<file path="config.mk">
export PLATFORM = sky130hd
export DESIGN_NAME = truth_table_sweeper
export DESIGN_NICKNAME = d
export VERILOG_FILES = /design/src/rtl/truth_table_sweeper_pkg.sv /design/src/rtl/truth_table_sweeper_lut.sv /design/src/rtl/truth_table_sweeper.sv
export SDC_FILE = /design/constraint.sdc
export NUM_CORES = 1
export LEC_CHECK = 0
export CAP_MARGIN = 20
export CORE_MARGIN = 10
export CORE_UTILIZATION = 44
export DETAILED_ROUTE_END_ITERATION = 6
export PLACE_DENSITY_LB_ADDON = 0.1
export SETUP_SLACK_MARGIN = 0.4
export SYNTH_ARGS = -nofsm -noshare
export SYNTH_HDL_FRONTEND = slang
export SYNTH_HIERARCHICAL = 1
export SYNTH_SLANG_ARGS = --single-unit
export TNS_END_PERCENT = 30
</file>
<file path="constraint.sdc">
create_clock -name clk -period 3.9 [get_ports clk]
set_input_delay 0.78 -clock clk [delete_from_list [all_inputs] [get_ports clk]]
set_output_delay 0.78 -clock clk [all_outputs]
set_load 0.005 [all_outputs]
</file>
<file path="src/rtl/truth_table_sweeper_pkg.sv">
// Shared definitions for the truth-table sweeper: FSM encodings, signature width
// and the address-width helper used to size cfg_addr.
package truth_table_sweeper_pkg;

    typedef enum logic [1:0] {
        ST_IDLE  = 2'd0,
        ST_SWEEP = 2'd1,
        ST_DONE  = 2'd2
    } state_t;

    localparam int SIG_W = 16;

    // ceil(log2(n)) but never below 1, so a single-function build still has an address bit
    function automatic int clog2_min1(input int n);
        int w;
        w = 0;
        for (int i = 0; i < 31; i++) begin
            if ((1 << i) < n) w = i + 1;
        end
        return (w < 1) ? 1 : w;
    endfunction

endpackage

</file>
<file path="src/rtl/truth_table_sweeper_lut.sv">
// Truth-table storage: N_OUT columns of 2**N_IN bits, one write port, parallel read at idx.
// Read is purely combinational from registers; writes land on the next rising edge.
module truth_table_sweeper_lut
    import truth_table_sweeper_pkg::*;
#(
    parameter  int N_IN  = 2,
    parameter  int N_OUT = 2,
    localparam int D     = 1 << N_IN,
    localparam int AW    = clog2_min1(N_OUT)
) (
    input  logic             clk,
    input  logic             reset,
    input  logic             we,
    input  logic [AW-1:0]    addr,
    input  logic [D-1:0]     data,
    input  logic [N_IN-1:0]  idx,
    output logic [N_OUT-1:0] s
);

    logic [D-1:0] tbl [N_OUT];

    // Addresses beyond N_OUT-1 match no column and are dropped
    always_ff @(posedge clk or posedge reset) begin
        if (reset) begin
            for (int k = 0; k < N_OUT; k++) tbl[k] <= '0;
        end else if (we) begin
            for (int k = 0; k < N_OUT; k++) begin
                if (addr == AW'(k)) tbl[k] <= data;
            end
        end
    end

    always_comb begin
        s = '0;
        for (int k = 0; k < N_OUT; k++) s[k] = tbl[k][idx];
    end

endmodule

</file>
<file path="src/rtl/truth_table_sweeper.sv">
// Sweeps every input vector of N_OUT programmable boolean functions under valid/ready.
// One vector per cycle with vec_ready high; vectors hold while stalled. Optional signature: TT_SIG_EN.
module truth_table_sweeper
    import truth_table_sweeper_pkg::*;
#(
    parameter  int N_IN  = 2,
    parameter  int N_OUT = 2,
    localparam int D     = 1 << N_IN,
    localparam int AW    = clog2_min1(N_OUT)
) (
    input  logic             clk,
    input  logic             reset,
    input  logic             cfg_we,
    input  logic [AW-1:0]    cfg_addr,
    input  logic [D-1:0]     cfg_data,
    input  logic             start,
    input  logic             abort,
    input  logic             vec_ready,
    output logic             vec_valid,
    output logic [N_IN-1:0]  vec_x,
    output logic [N_OUT-1:0] vec_s,
    output logic             busy,
    output logic             done,
    output logic [SIG_W-1:0] sig
);

    localparam logic [N_IN-1:0] IDX_LAST = N_IN'(D - 1);

    state_t            state_q, state_d;
    logic [N_IN-1:0]   idx_q, idx_d;
    logic [N_OUT-1:0]  lut_s;
    logic              in_idle;
    logic              transfer;
    logic              xfer_ok;

    assign in_idle   = (state_q == ST_IDLE);
    assign busy      = (state_q == ST_SWEEP);
    assign vec_valid = busy;
    assign done      = (state_q == ST_DONE);
    assign transfer  = vec_valid & vec_ready;
    // abort cancels a coincident transfer
    assign xfer_ok   = transfer & ~abort;

    assign vec_x = busy ? idx_q : '0;
    assign vec_s = busy ? lut_s : '0;

    // Tables are frozen outside IDLE; a write coinciding with start is used by that sweep
    truth_table_sweeper_lut #(
        .N_IN  (N_IN),
        .N_OUT (N_OUT)
    ) u_lut (
        .clk   (clk),
        .reset (reset),
        .we    (cfg_we & in_idle),
        .addr  (cfg_addr),
        .data  (cfg_data),
        .idx   (idx_q),
        .s     (lut_s)
    );

    always_ff @(posedge clk or posedge reset) begin
        if (reset) begin
            state_q <= ST_IDLE;
            idx_q   <= '0;
        end else begin
            state_q <= state_d;
            idx_q   <= idx_d;
        end
    end

    always_comb begin
        state_d = state_q;
        idx_d   = idx_q;
        unique case (state_q)
            ST_IDLE: begin
                if (start) begin
                    state_d = ST_SWEEP;
                    idx_d   = '0;
                end
            end
            ST_SWEEP: begin
                if (abort) begin
                    state_d = ST_IDLE;
                    idx_d   = '0;
                end else if (transfer) begin
                    if (idx_q == IDX_LAST) state_d = ST_DONE;
                    else                   idx_d   = idx_q + 1'b1;
                end
            end
            ST_DONE: state_d = ST_IDLE;
            default: state_d = ST_IDLE;
        endcase
    end

`ifdef TT_SIG_EN
    logic [SIG_W-1:0] sig_q;

    always_ff @(posedge clk or posedge reset) begin
        if (reset) begin
            sig_q <= '0;
        end else if (in_idle && start) begin
            sig_q <= '0;
        end else if (xfer_ok) begin
            sig_q <= {sig_q[SIG_W-2:0], sig_q[SIG_W-1]} ^ SIG_W'(vec_s);
        end
    end

    assign sig = sig_q;
`else
    assign sig = '0;
`endif

endmodule

</file>
Yosys cells after proc, flatten, opt, wreduce, memory -nomap -nowiden
Index checks and enable logic that the tools add are counted.

Word-level logic and storage cells: 38. Flip-flop bits (word level): 12. Output and inout bits: 23.

Bitwise operators: 3. Equality and inequality tests: 7. Add/sub/neg operators: 1. Mux-type cells: 16. Reductions and logical operators: 6. Order comparisons: 1.

Operators by type and width (count): 2-to-1 mux 2 bit (10); case mux 2 bit (2 select lines) (2); != test 3 x 2 -> 1 bit, second input constant (2); binary-select mux 1 bit (select 2 bit) (2); equality test 2 bit, second input constant (2); AND reduction 2 bit (2); AND reduction 4 bit (1); less-than comparator 2 x 3 -> 1 bit, second input constant (1); != test 3 bit, second input constant (1); AND reduction 3 bit (1); adder 2 x 1 -> 2 bit, second input constant (1); bitwise AND 1 bit (2); equality test 2 x 1 -> 1 bit, second input constant (1); zero test 2 bit (1); 2-to-1 mux 1 bit (2); != test 2 bit, second input constant (1); nonzero test 2 bit (1); inverter 1 bit (1).

Depth between registers and ports, before layout
Depth in word-level cells: 5. Mapped depth: 4. Gate-level depth less buffers: 4.

Modules after synthesis
The synthesis kept the hierarchy.

By module, submodules not included: truth_table_sweeper (times used 1, cells an instance 43, area each 389.1 um2, seq. area each 100.1 um2); truth_table_sweeper_lut (times used 1, cells an instance 22, area each 380.4 um2, seq. area each 200.2 um2).

Least setup slack after synthesis
No wires, ideal clock.

Path type: input -> register. Start point: in cfg_we. End point: reg u_lut/tbl[5] (netlist name). Slack: 1.974 ns. Setup time: 0.125 ns. Arrival time: 1.801 ns. Cell stages on the path: 3. Cell sequence: nor3b_1 -> nor2b_4 -> mux2_2.

Cells in the longest elaborated chain, start to end: 2.

Ends and longest elaborated chain: start, declared (line truth_table_sweeper.sv:13) `input logic cfg_we,`; bitwise AND 1 bit (line truth_table_sweeper.sv:54) `.we (cfg_we & in_idle),`; AND reduction 2 bit (no line); end signal, assigned by index (line truth_table_sweeper_lut.sv:28) `if (addr == AW'(k)) tbl[k] <= data;`; end, declared (line truth_table_sweeper_lut.sv:20) `logic [D-1:0] tbl [N_OUT];`.

No other way between the ends. A chain may end at the register's enable or synchronous reset.

Worst setup path after layout
Start point: reg idx_q[0]. End point: out vec_s[1].

Cells in the longest elaborated chain, start to end: 3.

Ends and longest elaborated chain: start, declared (line truth_table_sweeper.sv:30) `logic [N_IN-1:0] idx_q, idx_d;`; start signal, assigned (line truth_table_sweeper.sv:67) `idx_q <= idx_d;`; binary-select mux 1 bit (select 2 bit) (line truth_table_sweeper_lut.sv:35) `for (int k = 0; k < N_OUT; k++) s[k] = tbl[k][idx];`; 2-to-1 mux 1 bit (implied by the code) (line truth_table_sweeper_lut.sv:35); via lut_s[1] (line truth_table_sweeper.sv:31) `logic [N_OUT-1:0] lut_s;`; 2-to-1 mux 2 bit (line truth_table_sweeper.sv:45) `assign vec_s = busy ? lut_s : '0;`; end, declared (line truth_table_sweeper.sv:21) `output logic [N_OUT-1:0] vec_s,`.

The timed path passes the listed nets, and every way through them passes these cells. The select of a mux whose other input is x is not followed.

==> flow_summary_export.csv <==
group,metric,value,unit
status,status,"finished, final reports clean",
placement,io_buffers,17,
clock_tree,clock_latency,0.27,ns
power_and_ir_drop,p_comb_frac,0.276,
clock_tree,cts.clk_slew.worst_paths,0.07,ns
global_routing,antenna_found_initial,0,
floorplanning,rows,15,
critical_path,cp_data_required_time,3.12,ns
routing,ant_nets,0,
power_and_ir_drop,power.static_leakage,0.431,nW
timing,setup-violations-final,0,
critical_path,path_max_fanout,6,
floorplanning,io_pins,34,
synthesis,ys_seq_elements,12,
cells_and_area,syn2layout_area_growth,18.5,%
placement,dp_slack,1.45,ns
critical_path,crit_type,"reg2out",
synthesis,synth-edff-count,0,
timing,rsz0062_at_grt,"no",
power_and_ir_drop,p_int,0.244,mW
power_and_ir_drop,clockPowerShare,0.229,
power_and_ir_drop,seqPwrFrac,0.494,
cells_and_area,fill_cells,155,
critical_path,cp.arrival,1.92,ns
timing,finClkSkew,0.00458,ns
floorplanning,dieHeight,61.8,um
cells_and_area,fin_nets,97,
cells_and_area,multi_input_area,387,um2
critical_path,critPathLaunchType,"flop",
global_routing,track_usage,0.0785,
routing,drtPass1Iterations,3,
run,drv_cap,0,
clock_tree,cts_hold_buf,0,
power_and_ir_drop,p_per_area,365,nW/um2
power_and_ir_drop,switching_share,0.265,
clock_tree,h-tree-depth,1,
cells_and_area,drive_gt1_frac,0.169,
timing,setup_ws,1.20,ns
routing,routedWlPerCell,14.5,um
synthesis,ys.flop_type,"dfrtp_1",
clock_tree,cts_root_buffer,"clkbuf_4",
floorplanning,core_area,1690,um2
clock_tree,cts_resized,0,
synthesis,synth-async-reset-ratio,1.00,
timing,finalCritPeriodShare,0.692,
global_routing,grt_start_max_net_pins,10,
placement,dp_hpwl,1.22,mm
cells_and_area,n_antenna_cell,0,
timing,hold_viol,0,
clock_tree,cts_inserted_buffers,3,
timing,max_freq,371,MHz
critical_path,cp-end-kind,"output pin",
cells_and_area,fin_area,912,um2
timing,worstMarginPinSlew,0.574,ns
routing,drc,0,
clock_tree,cts_setup_buffers,0,
timing,drv_slew,0,
synthesis,syn-mean-instance-area,11.8,um2
floorplanning,die_w,61.8,um
placement,placedInstanceArea,890,um2
synthesis,netlist_instances,65,
cells_and_area,regArea,300,um2
timing,max_slew_margin,0.617,
power_and_ir_drop,power.switching,0.0883,mW
synthesis,syn-cell-area,769,um2
min_path,min-delay-start,"u_lut/tbl[1]$_DFFE_PP0P_",
clock_tree,cts_tree,"yes",
global_routing,grt_pass1_wl,2.13,mm
critical_path,startpoint,"idx_q[0]$_DFFE_PP0P_",
routing,first_iter_violations,3,
critical_path,timing.rr.start,"idx_q[0]$_DFFE_PP0P_",
timing,tns,0,ns
routing,viasPerCell,4.60,
placement,gp_congestion,0.645,
synthesis,yosys_warnings,6,
clock_tree,cts.sinks,12,
global_routing,overflow,0,
power_and_ir_drop,vdd_ir_drop_max,201,uV
routing,routed_wirelength,1.45,mm
synthesis,ys_types,22,
timing,min_period,2.70,ns
clock_tree,cts_buffer_depth,2,
global_routing,grt_pass1_vias,429,
min_path,hp-class,"reg2reg",
routing,num_vias,460,
floorplanning,dieArea,3820,um2
floorplanning,start_util,0.456,
synthesis,ys_seq_area_frac,0.390,
[synthesized netlist by cell type (2+ instances only)]
cell type / count / area (um2)
buf_4: 17 / 128
dfrtp_1: 12 / 300
and2_1: 4 / 25.0
nor2_1: 2 / 7.51
mux2_1: 4 / 45.0
nor3b_1: 2 / 15.0
mux2_2: 6 / 67.6
mux4_1: 2 / 52.6
inv_1: 3 / 11.3
[cell usage in the layout (no fill, tap or decap), types with 2 or more instances in the layout]
| master | netlist | layout |
|---|---|---|
| dfrtp_1 | 12 | 12 |
| mux2_1 | 4 | 4 |
| mux4_1 | 2 | 2 |
| mux2_2 | 6 | 6 |
| clkdlybuf4s50_1 | 0 | 17 |
| clkbuf_4 | 0 | 3 |
| and2_1 | 4 | 4 |
| conb_1 | 1 | 16 |
| nor2_1 | 2 | 2 |
| inv_1 | 3 | 3 |
| nor3b_1 | 2 | 2 |
[path summary, 6_finish.rpt]
kind / depth (start not counted) / slack, ns / endpoint
setup / recovery: 3 / 1.20 / vec_s[1]
hold / removal: 1 / 0.49 / u_lut/tbl[1]$_DFFE_PP0P_
setup reg to reg: 4 / 2.21 / idx_q[0]$_DFFE_PP0P_
hold reg to reg: 1 / 0.49 / u_lut/tbl[1]$_DFFE_PP0P_
max in group asynchronous: 2 / 2.87 / u_lut/tbl[7]$_DFFE_PP0P_
min in group asynchronous: 2 / 0.72 / idx_q[0]$_DFFE_PP0P_
[kinds of logic after synthesis]
| kind of cell | Yosys count | synth area share |
|---|---|---|
| buffers and inverters | 20 | 0.180 |
| AO/OA/AOI/OAI | 2 | 0.0260 |
| other | 1 | 0.00487 |
| adder cells (fa/ha/maj) | 1 | 0.0163 |
| multiplexers | 13 | 0.228 |
| AND/OR/NAND/NOR | 16 | 0.154 |
| flip-flops | 12 | 0.390 |
[area by class of cell]
| class | count | share of cell area |
|---|---|---|
| multi-input combinational | 48 | 0.424 |
| sequential | 12 | 0.329 |
| timing repair buffer | 17 | 0.187 |
| clock buffer | 3 | 0.0247 |
| tap | 17 | 0.0233 |
| inverter | 3 | 0.0123 |
[stage by stage]
step           power, mW  std cells   util  hold WS [ns]
2_1_floorplan      0.230         80      -         0.456
3_3_place_gp       0.258         97  0.527         0.470
3_5_place_dp       0.260         97  0.527         0.478
4_1_cts            0.338        100  0.540         0.495
5_1_grt            0.356        100  0.540         0.512
6_report           0.333        100  0.540         0.490
[critical path, stage by stage, from the launching register on]
cell	delay, ns
dfrtp_1	0.46
mux4_1	0.59
and2_1	0.15
clkdlybuf4s50_1	0.44
[power by group through the flow]
stage	combinational, mW	clock (mW)	sequential (mW)
after CTS	0.0923	0.0807	0.165
final	0.0919	0.0763	0.164
after detailed placement	0.0920	0	0.168
after global placement	0.0911	0	0.167
after floorplan	0.0694	0	0.161
after global routing	0.100	0.0867	0.169
[sequential cells by signal (all words and copies together) (netlist names)]
name       flops
u_lut/tbl      8
state_q        2
idx_q          2
[layer usage]
layer / vias up / global-route usage / wire [um]
met5: - / 0 / 0
met4: 0 / 0.0573 / 37
met3: 5 / 0.0386 / 189
met2: 24 / 0.105 / 555
met1: 206 / 0.0938 / 672
li1: 225 / - / -
(Power assumes the default switching activity.)
